<file path="src/rtl/clint_lite_pkg.sv">
// Shared definitions for clint_lite: bus register offsets, mcause codes and FSM states.
package clint_lite_pkg;

  localparam logic [4:0] OFF_MSIP    = 5'h00;
  localparam logic [4:0] OFF_CMP_LO  = 5'h04;
  localparam logic [4:0] OFF_CMP_HI  = 5'h08;
  localparam logic [4:0] OFF_TIME_LO = 5'h0C;
  localparam logic [4:0] OFF_TIME_HI = 5'h10;

  localparam logic [5:0] CAUSE_MSI = 6'd3;
  localparam logic [5:0] CAUSE_MTI = 6'd7;

  typedef enum logic [1:0] {
    IDLE   = 2'd0,
    REQ    = 2'd1,
    SERVED = 2'd2
  } state_e;

endpackage

</file>
<file path="src/rtl/clint_timer.sv">
// Prescaled 64-bit mtime with bus write override and a registered mtime >= mtimecmp compare.
module clint_timer
  import clint_lite_pkg::*;
#(
  parameter int unsigned PRESCALE = 1
) (
  input  logic        clk,
  input  logic        rst,
  input  logic        wr_lo,
  input  logic        wr_hi,
  input  logic [31:0] wdata,
  input  logic [63:0] mtimecmp,
  output logic [63:0] mtime,
  output logic        mtip
);

  localparam int unsigned PW = (PRESCALE > 1) ? $clog2(PRESCALE) : 1;

  logic [PW-1:0] presc_q, presc_d;
  logic [63:0]   mtime_q, mtime_d;
  logic          mtip_q;
  logic          tick;

  assign tick = (presc_q == PW'(PRESCALE - 1));

  // A bus write replaces the whole increment for that cycle; the prescaler is untouched.
  always_comb begin
    presc_d = tick ? '0 : presc_q + PW'(1);
    mtime_d = mtime_q;
    if (wr_lo) begin
      mtime_d = {mtime_q[63:32], wdata};
    end else if (wr_hi) begin
      mtime_d = {wdata, mtime_q[31:0]};
    end else if (tick) begin
      mtime_d = mtime_q + 64'd1;
    end
  end

  always_ff @(posedge clk or negedge rst) begin
    if (!rst) begin
      presc_q <= '0;
      mtime_q <= '0;
      mtip_q  <= 1'b0;
    end else begin
      presc_q <= presc_d;
      mtime_q <= mtime_d;
      mtip_q  <= (mtime_q >= mtimecmp);
    end
  end

  assign mtime = mtime_q;
  assign mtip  = mtip_q;

endmodule

</file>
<file path="src/rtl/clint_lite.sv">
// Machine timer/software interrupt source with level request and ack/withdraw handshake.
// Define CLINT_SW_IRQ_EN to implement msip (cause 3); otherwise only timer cause 7 exists.
module clint_lite
  import clint_lite_pkg::*;
#(
  parameter int unsigned PRESCALE = 1,
  parameter int unsigned BASE_SEL = 0
) (
  input  logic        clk,
  input  logic        rst,
  input  logic        sel,
  input  logic        mem_w,
  input  logic        mem_r,
  input  logic [4:0]  addr,
  input  logic [31:0] wdata,
  output logic [31:0] rdata,
  input  logic        mie,
  input  logic        int_ack,
  output logic        interrupt,
  output logic [5:0]  int_cause
);

  // Region decode lives outside; BASE_SEL only records which region that is.
  if (BASE_SEL != 0) begin : g_base_doc
  end

  logic        wr, rd, wr_time_lo, wr_time_hi;
  logic [63:0] mtimecmp_q, mtimecmp_d, mtime;
  logic [31:0] rdata_q, rdata_d, shadow_q, shadow_d;
  logic        mtip, msip, src_pending;
  state_e      state_q, state_d;
  logic [5:0]  cause_q, cause_d;

  assign wr         = sel & mem_w;
  assign rd         = sel & mem_r;
  assign wr_time_lo = wr & (addr == OFF_TIME_LO);
  assign wr_time_hi = wr & (addr == OFF_TIME_HI);

  clint_timer #(
    .PRESCALE(PRESCALE)
  ) u_timer (
    .clk     (clk),
    .rst     (rst),
    .wr_lo   (wr_time_lo),
    .wr_hi   (wr_time_hi),
    .wdata   (wdata),
    .mtimecmp(mtimecmp_q),
    .mtime   (mtime),
    .mtip    (mtip)
  );

`ifdef CLINT_SW_IRQ_EN
  logic msip_q;
  always_ff @(posedge clk or negedge rst) begin
    if (!rst) begin
      msip_q <= 1'b0;
    end else if (wr && (addr == OFF_MSIP)) begin
      msip_q <= wdata[0];
    end
  end
  assign msip = msip_q;
`else
  assign msip = 1'b0;
`endif

  // Reading time_lo snapshots the high word so a following time_hi read cannot tear.
  always_comb begin
    mtimecmp_d = mtimecmp_q;
    rdata_d    = rdata_q;
    shadow_d   = shadow_q;
    if (wr && (addr == OFF_CMP_LO)) mtimecmp_d[31:0]  = wdata;
    if (wr && (addr == OFF_CMP_HI)) mtimecmp_d[63:32] = wdata;
    if (rd) begin
      case (addr)
        OFF_MSIP:    rdata_d = {31'b0, msip};
        OFF_CMP_LO:  rdata_d = mtimecmp_q[31:0];
        OFF_CMP_HI:  rdata_d = mtimecmp_q[63:32];
        OFF_TIME_LO: begin
          rdata_d  = mtime[31:0];
          shadow_d = mtime[63:32];
        end
        OFF_TIME_HI: rdata_d = shadow_q;
        default:     rdata_d = '0;
      endcase
    end
  end

  assign src_pending = (cause_q == CAUSE_MSI) ? msip : mtip;

  always_comb begin
    state_d = state_q;
    cause_d = cause_q;
    case (state_q)
      IDLE: begin
        if (mie && (msip || mtip)) begin
          state_d = REQ;
          cause_d = msip ? CAUSE_MSI : CAUSE_MTI;
        end
      end
      REQ: begin
        if (int_ack) begin
          state_d = SERVED;
        end else if (!mie || !src_pending) begin
          state_d = IDLE;
        end
      end
      SERVED: begin
        if (!src_pending) state_d = IDLE;
      end
      default: state_d = IDLE;
    endcase
  end

  always_ff @(posedge clk or negedge rst) begin
    if (!rst) begin
      mtimecmp_q <= '1;
      rdata_q    <= '0;
      shadow_q   <= '0;
      state_q    <= IDLE;
      cause_q    <= '0;
    end else begin
      mtimecmp_q <= mtimecmp_d;
      rdata_q    <= rdata_d;
      shadow_q   <= shadow_d;
      state_q    <= state_d;
      cause_q    <= cause_d;
    end
  end

  assign rdata     = rdata_q;
  assign interrupt = (state_q == REQ);
  assign int_cause = cause_q;

endmodule

</file>
<file path="config.mk">
export PLATFORM = sky130hd
export DESIGN_NAME = clint_lite
export DESIGN_NICKNAME = d
export VERILOG_FILES = /design/src/rtl/clint_lite_pkg.sv /design/src/rtl/clint_timer.sv /design/src/rtl/clint_lite.sv
export SDC_FILE = /design/constraint.sdc
export NUM_CORES = 1
export LEC_CHECK = 0
export BUFFER_PORTS_ARGS = -buffer_cell sky130_fd_sc_hd__buf_2
export CAP_MARGIN = 10
export CORE_MARGIN = 2
export CORE_UTILIZATION = 45
export CTS_CLUSTER_DIAMETER = 200
export DETAILED_ROUTE_END_ITERATION = 12
export SYNTH_ARGS = -nofsm -noshare
export SYNTH_HDL_FRONTEND = slang
export SYNTH_HIERARCHICAL = 1
export SYNTH_SLANG_ARGS = --single-unit
export TNS_END_PERCENT = 100
</file>
<file path="constraint.sdc">
create_clock -name clk -period 3.2 [get_ports clk]
set_clock_uncertainty 0.05 [all_clocks]
set_input_delay 0.16 -clock clk [delete_from_list [all_inputs] [get_ports clk]]
set_output_delay 0.16 -clock clk [all_outputs]
set_load 0.02 [all_outputs]
</file>
======== Word-level counts from Yosys, hierarchy flattened ========
Index checks and enable logic that the tools add are counted.
storage, ports and cells
  flip-flop bits (word level) ............. 197
  input bits .............................. 44
  output and inout bits ................... 39
  logic and storage cells ................. 54
cells by class
  add/subtract/negate cells ............... 2
  order comparisons ....................... 1
  eq/ne operators ......................... 13
  multiplexer cells ....................... 11
  bitwise gates (word level) .............. 5
  reductions and logical operators ........ 12
operator list
  operator                                                                 count
  64-bit 2-to-1 mux                                                        2
  32-bit one-hot mux with 4 select lines                                   1
  64-bit by 1-bit adder with 64-bit output, second input constant          1
  64-bit >= comparator                                                     1
  32-bit 2-to-1 mux                                                        1
  5-bit by 4-bit == test with 1-bit output, second input constant          2
  2-bit 2-to-1 mux                                                         4
  2-bit AND reduction                                                      4
  2-bit by 1-bit inequality test with 1-bit output, second input constant  3
  2-bit one-hot mux with 3 select lines                                    1
  5-bit by 3-bit == test with 1-bit output, second input constant          1
  5-bit == test, second input constant                                     1
  1-bit AND                                                                4
  2-bit inequality test, second input constant                             2
  3-bit by 2-bit == test with 1-bit output, second input constant          1
  1-bit logical AND                                                        3
  3-bit by 2-bit inequality test with 1-bit output, second input constant  1
  3-bit AND reduction                                                      1
  2-bit by 1-bit == test with 1-bit output, second input constant          1
  2-bit == test, second input constant                                     1
  1-bit zero test                                                          2
  2-bit zero test                                                          1
  1-bit 2-to-1 mux                                                         2
  1-bit adder, second input constant                                       1
  2 further kinds                                                          2

======== Longest topological paths before layout ========
  depth after elaboration ................. 7
  depth in mapped cells ................... 10
  depth with buffers taken out ............ 9

======== By module ========
Netlist, hierarchy kept.
modules (own cells, without submodules)
  module       instances  cells each  area each (um^2)  seq. area each (um^2)
  clint_lite   1          529         6596.3            3358.2
  clint_timer  1          684         5510.3            1626.6

======== Least setup slack after synthesis ========
OpenSTA, ideal clock, no wires.
  path kind ............................... register -> register
  start point ............................. register u_timer.mtime_q[4] (netlist: u_timer/mtime[4])
  end point ............................... register u_timer.mtime_q[54] (netlist: u_timer/mtime[54])
  library setup time ...................... 0.137 ns
  data arrival time ....................... 2.223 ns
  data required time ...................... 3.013 ns
  path slack .............................. 0.791 ns
  stages on the path, launching flop included .. 8
  path buffers ............................ 1
  clock period less this slack ............ 2.409 ns
  cell sequence ........................... dfrtp_1 > nand4_2 > or4_4 > or3_1 > buf_2 > or4_1 > o21ai_0 > a21oi_1
between the ends
  longest elaborated chain between the ends .. 3
ends and longest elaborated chain
  item                                      RTL line           text
  start: declaration                        clint_timer.sv:20  logic [63:0] mtime_q, mtime_d;
  start signal: assignment                  clint_timer.sv:46  mtime_q <= mtime_d;
  64-bit by 1-bit adder with 64-bit output  clint_timer.sv:35  mtime_d = mtime_q + 64'd1;
  64-bit 2-to-1 mux                         clint_timer.sv:34  end else if (tick) begin
  64-bit 2-to-1 mux                         clint_timer.sv:32  end else if (wr_hi) begin
Every way passes these cells. The select of a mux whose other input is x is not followed.
A chain may end at the register's enable or synchronous reset.

======== Worst setup path in the final report ========
  start point ............................. register u_timer.mtime_q[4] (netlist: u_timer/mtime[4])
  end point ............................... register u_timer.mtime_q[56] (netlist: u_timer/mtime[56])
The elaborated chain is that of the path after synthesis.

==> impl_metrics.env <==
export IMPL_cts_tree="yes"
export IMPL_rows=60
export IMPL_cpMostUsedCell="nand3_1"
export IMPL_ioPinCount=83
export IMPL_gp_congestion=0.935
export IMPL_endpoint_kind="flip-flop"
export IMPL_yosys_register_bits=196
export IMPL_period_minus_slack_ns=2.69
export IMPL_path_clk_slew_ns=0.08
export IMPL_cp_cell_sequence="nand4_2, or4_4, nor4_4, buf_4, nand3_1, or3_1, nand3_1"
export IMPL_cellLeakagePower_nw=6.05
export IMPL_drtIter0Drc=731
export IMPL_ys_seq_area_share_pct=41.2
export IMPL_placed_cells=1588
export IMPL_syn_to_final_growth_pct=14.6
export IMPL_slowest_stage="or4_4"
export IMPL_synth_edf_count=0
export IMPL_core_area_mm2=0.0267
export IMPL_final_cells=1655
export IMPL_startpoint="u_timer/mtime[4]"
export IMPL_vdd_drop_max_uv=355
export IMPL_endpoint="u_timer/mtime[56]"
export IMPL_grt_pass1_vias=9811
export IMPL_final_hold_viol_count=0
export IMPL_postRouteAntennaNets=0
export IMPL_rrSetupSlack_ns=0.51
export IMPL_status="complete, no violations"
export IMPL_layout_common_cells="dfrtp_1, mux2_2, nand2_1, o21ai_0, a21oi_1"
export IMPL_globalRouteOverflowTotal=0
export IMPL_path_class="flip-flop to flip-flop"
export IMPL_vias=9941
export IMPL_layout_drive_gt1_share_pct=27.5
export IMPL_slew_headroom_pct=29.7
export IMPL_synth_cell_types=66
export IMPL_async_flop_share_pct=100
export IMPL_antenna_found_initial=0
export IMPL_period_share_pct=84.0
export IMPL_setup_violations=0
export IMPL_clk_path_buf_depth=2
export IMPL_fin_setup_tns_ns=0
export IMPL_die_area_mm2=0.0282
export IMPL_min_path_type="primary input to flip-flop"
export IMPL_cts_sink_count=196
export IMPL_power_density_mw_per_mm2=518
export IMPL_critical_path_arrival_ns=3.01
export IMPL_grt_max_degree=102
export IMPL_crit_path_max_incr_delay_ns=0.63
export IMPL_htree_levels=4
export IMPL_wl_per_cell_um=20.7
export IMPL_nets=1409
export IMPL_ys_flop_type="dfrtp_1"
export IMPL_yosysWarnings=6
export IMPL_grt_use_total_pct=24.8
export IMPL_grt_first_pass_wirelength_um=55300
export IMPL_wl_um=34300
export IMPL_start_kind="flip-flop"
export IMPL_root_buffer="clkbuf_16"
export IMPL_cts_buffers=17
export IMPL_timing_fmax_ghz=0.372
export IMPL_syn_area_mm2=0.0121
export IMPL_start_util_pct=45.4
export IMPL_clk_latency_ns=0.44
export IMPL_die_h_um=168
export IMPL_rsz0062_at_grt="no"
export IMPL_required_ns=3.52
export IMPL_layout_commonest_cell="dfrtp_1"
export IMPL_viasPerCell=6.01
export IMPL_r2r_end="u_timer/mtime[56]"
export IMPL_avgSynthCellArea_um2=9.98
export IMPL_drv_slew=0
export IMPL_ff2ff_path_depth=7
export IMPL_cap_viol_max_count=0
export IMPL_drc=0
export IMPL_die_w_um=168
export IMPL_max_slew_worst_pin_slew_ns=1.06
export IMPL_dpl_hpwl_um=23700
export IMPL_drt_pass1_iter_count=7
export IMPL_crit_fanout=9
export IMPL_worstReg2RegStart="u_timer/mtime[4]"
export IMPL_port_buffers=79
export IMPL_synth_cells=1213
==> per-layer routing <==
| metal | up-vias | GRT usage [%] | part of all wire (%) |
|---|---|---|---|
| met4 | 0 | 6.47 | 1.4 |
| li1 | 4668 | - | - |
| met5 | - | 0 | 0 |
| met3 | 33 | 4.16 | 4.7 |
| met1 | 4973 | 35.3 | 47 |
| met2 | 267 | 39.5 | 46 |
==> how the worst min path moves through the flow <==
stage	startpoint	endpoint	slack (ns)	cells past startpoint
final	mie	int_cause[0]	0.05	3
after global routing	mie	int_cause[0]	0.07	3
after CTS	mie	int_cause[0]	0.04	3
after detailed placement	rst	rdata[13]	0.26	1
after global placement	rst	rdata[13]	0.27	1
after floorplan	rst	int_cause[0]	-0.19	0
==> synthesized netlist by cell type (all sizes together) (4+ instances only) <==
library cell | count | area [µm²]
a32oi | 32 | 280
o21ai | 82 | 410
and3b | 65 | 569
a31oi | 7 | 43.8
mux2i | 9 | 90.1
clkbuf | 65 | 244
xor2 | 16 | 140
a21o | 10 | 75.1
a21oi | 79 | 395
nor4 | 5 | 46.3
nand3 | 26 | 130
nand2 | 88 | 330
inv | 70 | 263
and2 | 6 | 37.5
dfrtp | 132 | 3300
ha | 65 | 813
nor2b | 7 | 43.8
nor2 | 30 | 113
a22oi | 39 | 293
nor3 | 25 | 130
and3 | 16 | 100
buf | 17 | 93.8
mux2 | 128 | 1440
or3 | 4 | 25.0
nand4 | 31 | 200
o221a | 4 | 45.0
and4 | 10 | 87.6
xnor2 | 15 | 131
o22ai | 21 | 131
dfstp | 64 | 1680
==> critical path, delay by kind of cell (launching register included) <==
kind | cells | cell delay, ns
buf+inv | 1 | 0.25
simple gates | 6 | 1.84
flops | 1 | 0.47
==> state kept, by name, indices dropped and copies added (netlist names) <==
signal / cells
int_cause: 1
rdata: 32
u_timer/mtime: 64
shadow_q: 32
u_timer/mtip: 1
mtimecmp_q: 64
state_q: 2
==> stage by stage <==
stage / instance area, µm² / utilization (%) / hold slack, ns / power, mW / setup slack (ns)
5_1_grt: 13900 / 52.0 / 0.0681 / 7.62 / 0.317
4_1_cts: 13900 / 52.0 / 0.0391 / 7.23 / 0.522
3_5_place_dp: 13000 / 48.6 / 0.264 / 5.01 / 0.538
2_1_floorplan: 12100 / - / -0.186 / 4.37 / 0.791
3_3_place_gp: 13000 / 48.6 / 0.266 / 4.97 / 0.591
6_report: 13900 / 52.0 / 0.0479 / 7.19 / 0.511
==> report_power, final <==
group / switching, mW / leakage, nW / internal, mW / total, mW
logic: 0.883 / 3.43 / 0.798 / 1.68
registers: 0.436 / 2.35 / 2.90 / 3.34
clock network: 1.07 / 0.274 / 1.10 / 2.17
==> layout make-up <==
class | count | area (µm²)
clock buffer | 17 | 425
inverter | 71 | 267
multi-input combinational | 866 | 6600
antenna | 1 | 2.50
fill | 2465 | 12800
timing repair buffer | 148 | 1020
tap | 341 | 427
sequential | 196 | 4980
clock inverter | 15 | 146
==> cells by family after synthesis <==
group	Yosys count	synth area share (%)
simple gates	327	16.2
compound gates	303	16.0
flops	196	41.2
buf+inv	153	4.99
mux	137	12.6
fa+ha+maj	65	6.72
xor+xnor	31	2.24
other cells	1	0.0310
==> repair_timing <==
action | in CTS | in global routing
hold endpoints to repair | 165 | 0
setup buffers | 0 | 0
gates resized for setup | 0 | 0
hold buffers | 34 | 0
Power figures use the tool's default switching activity.
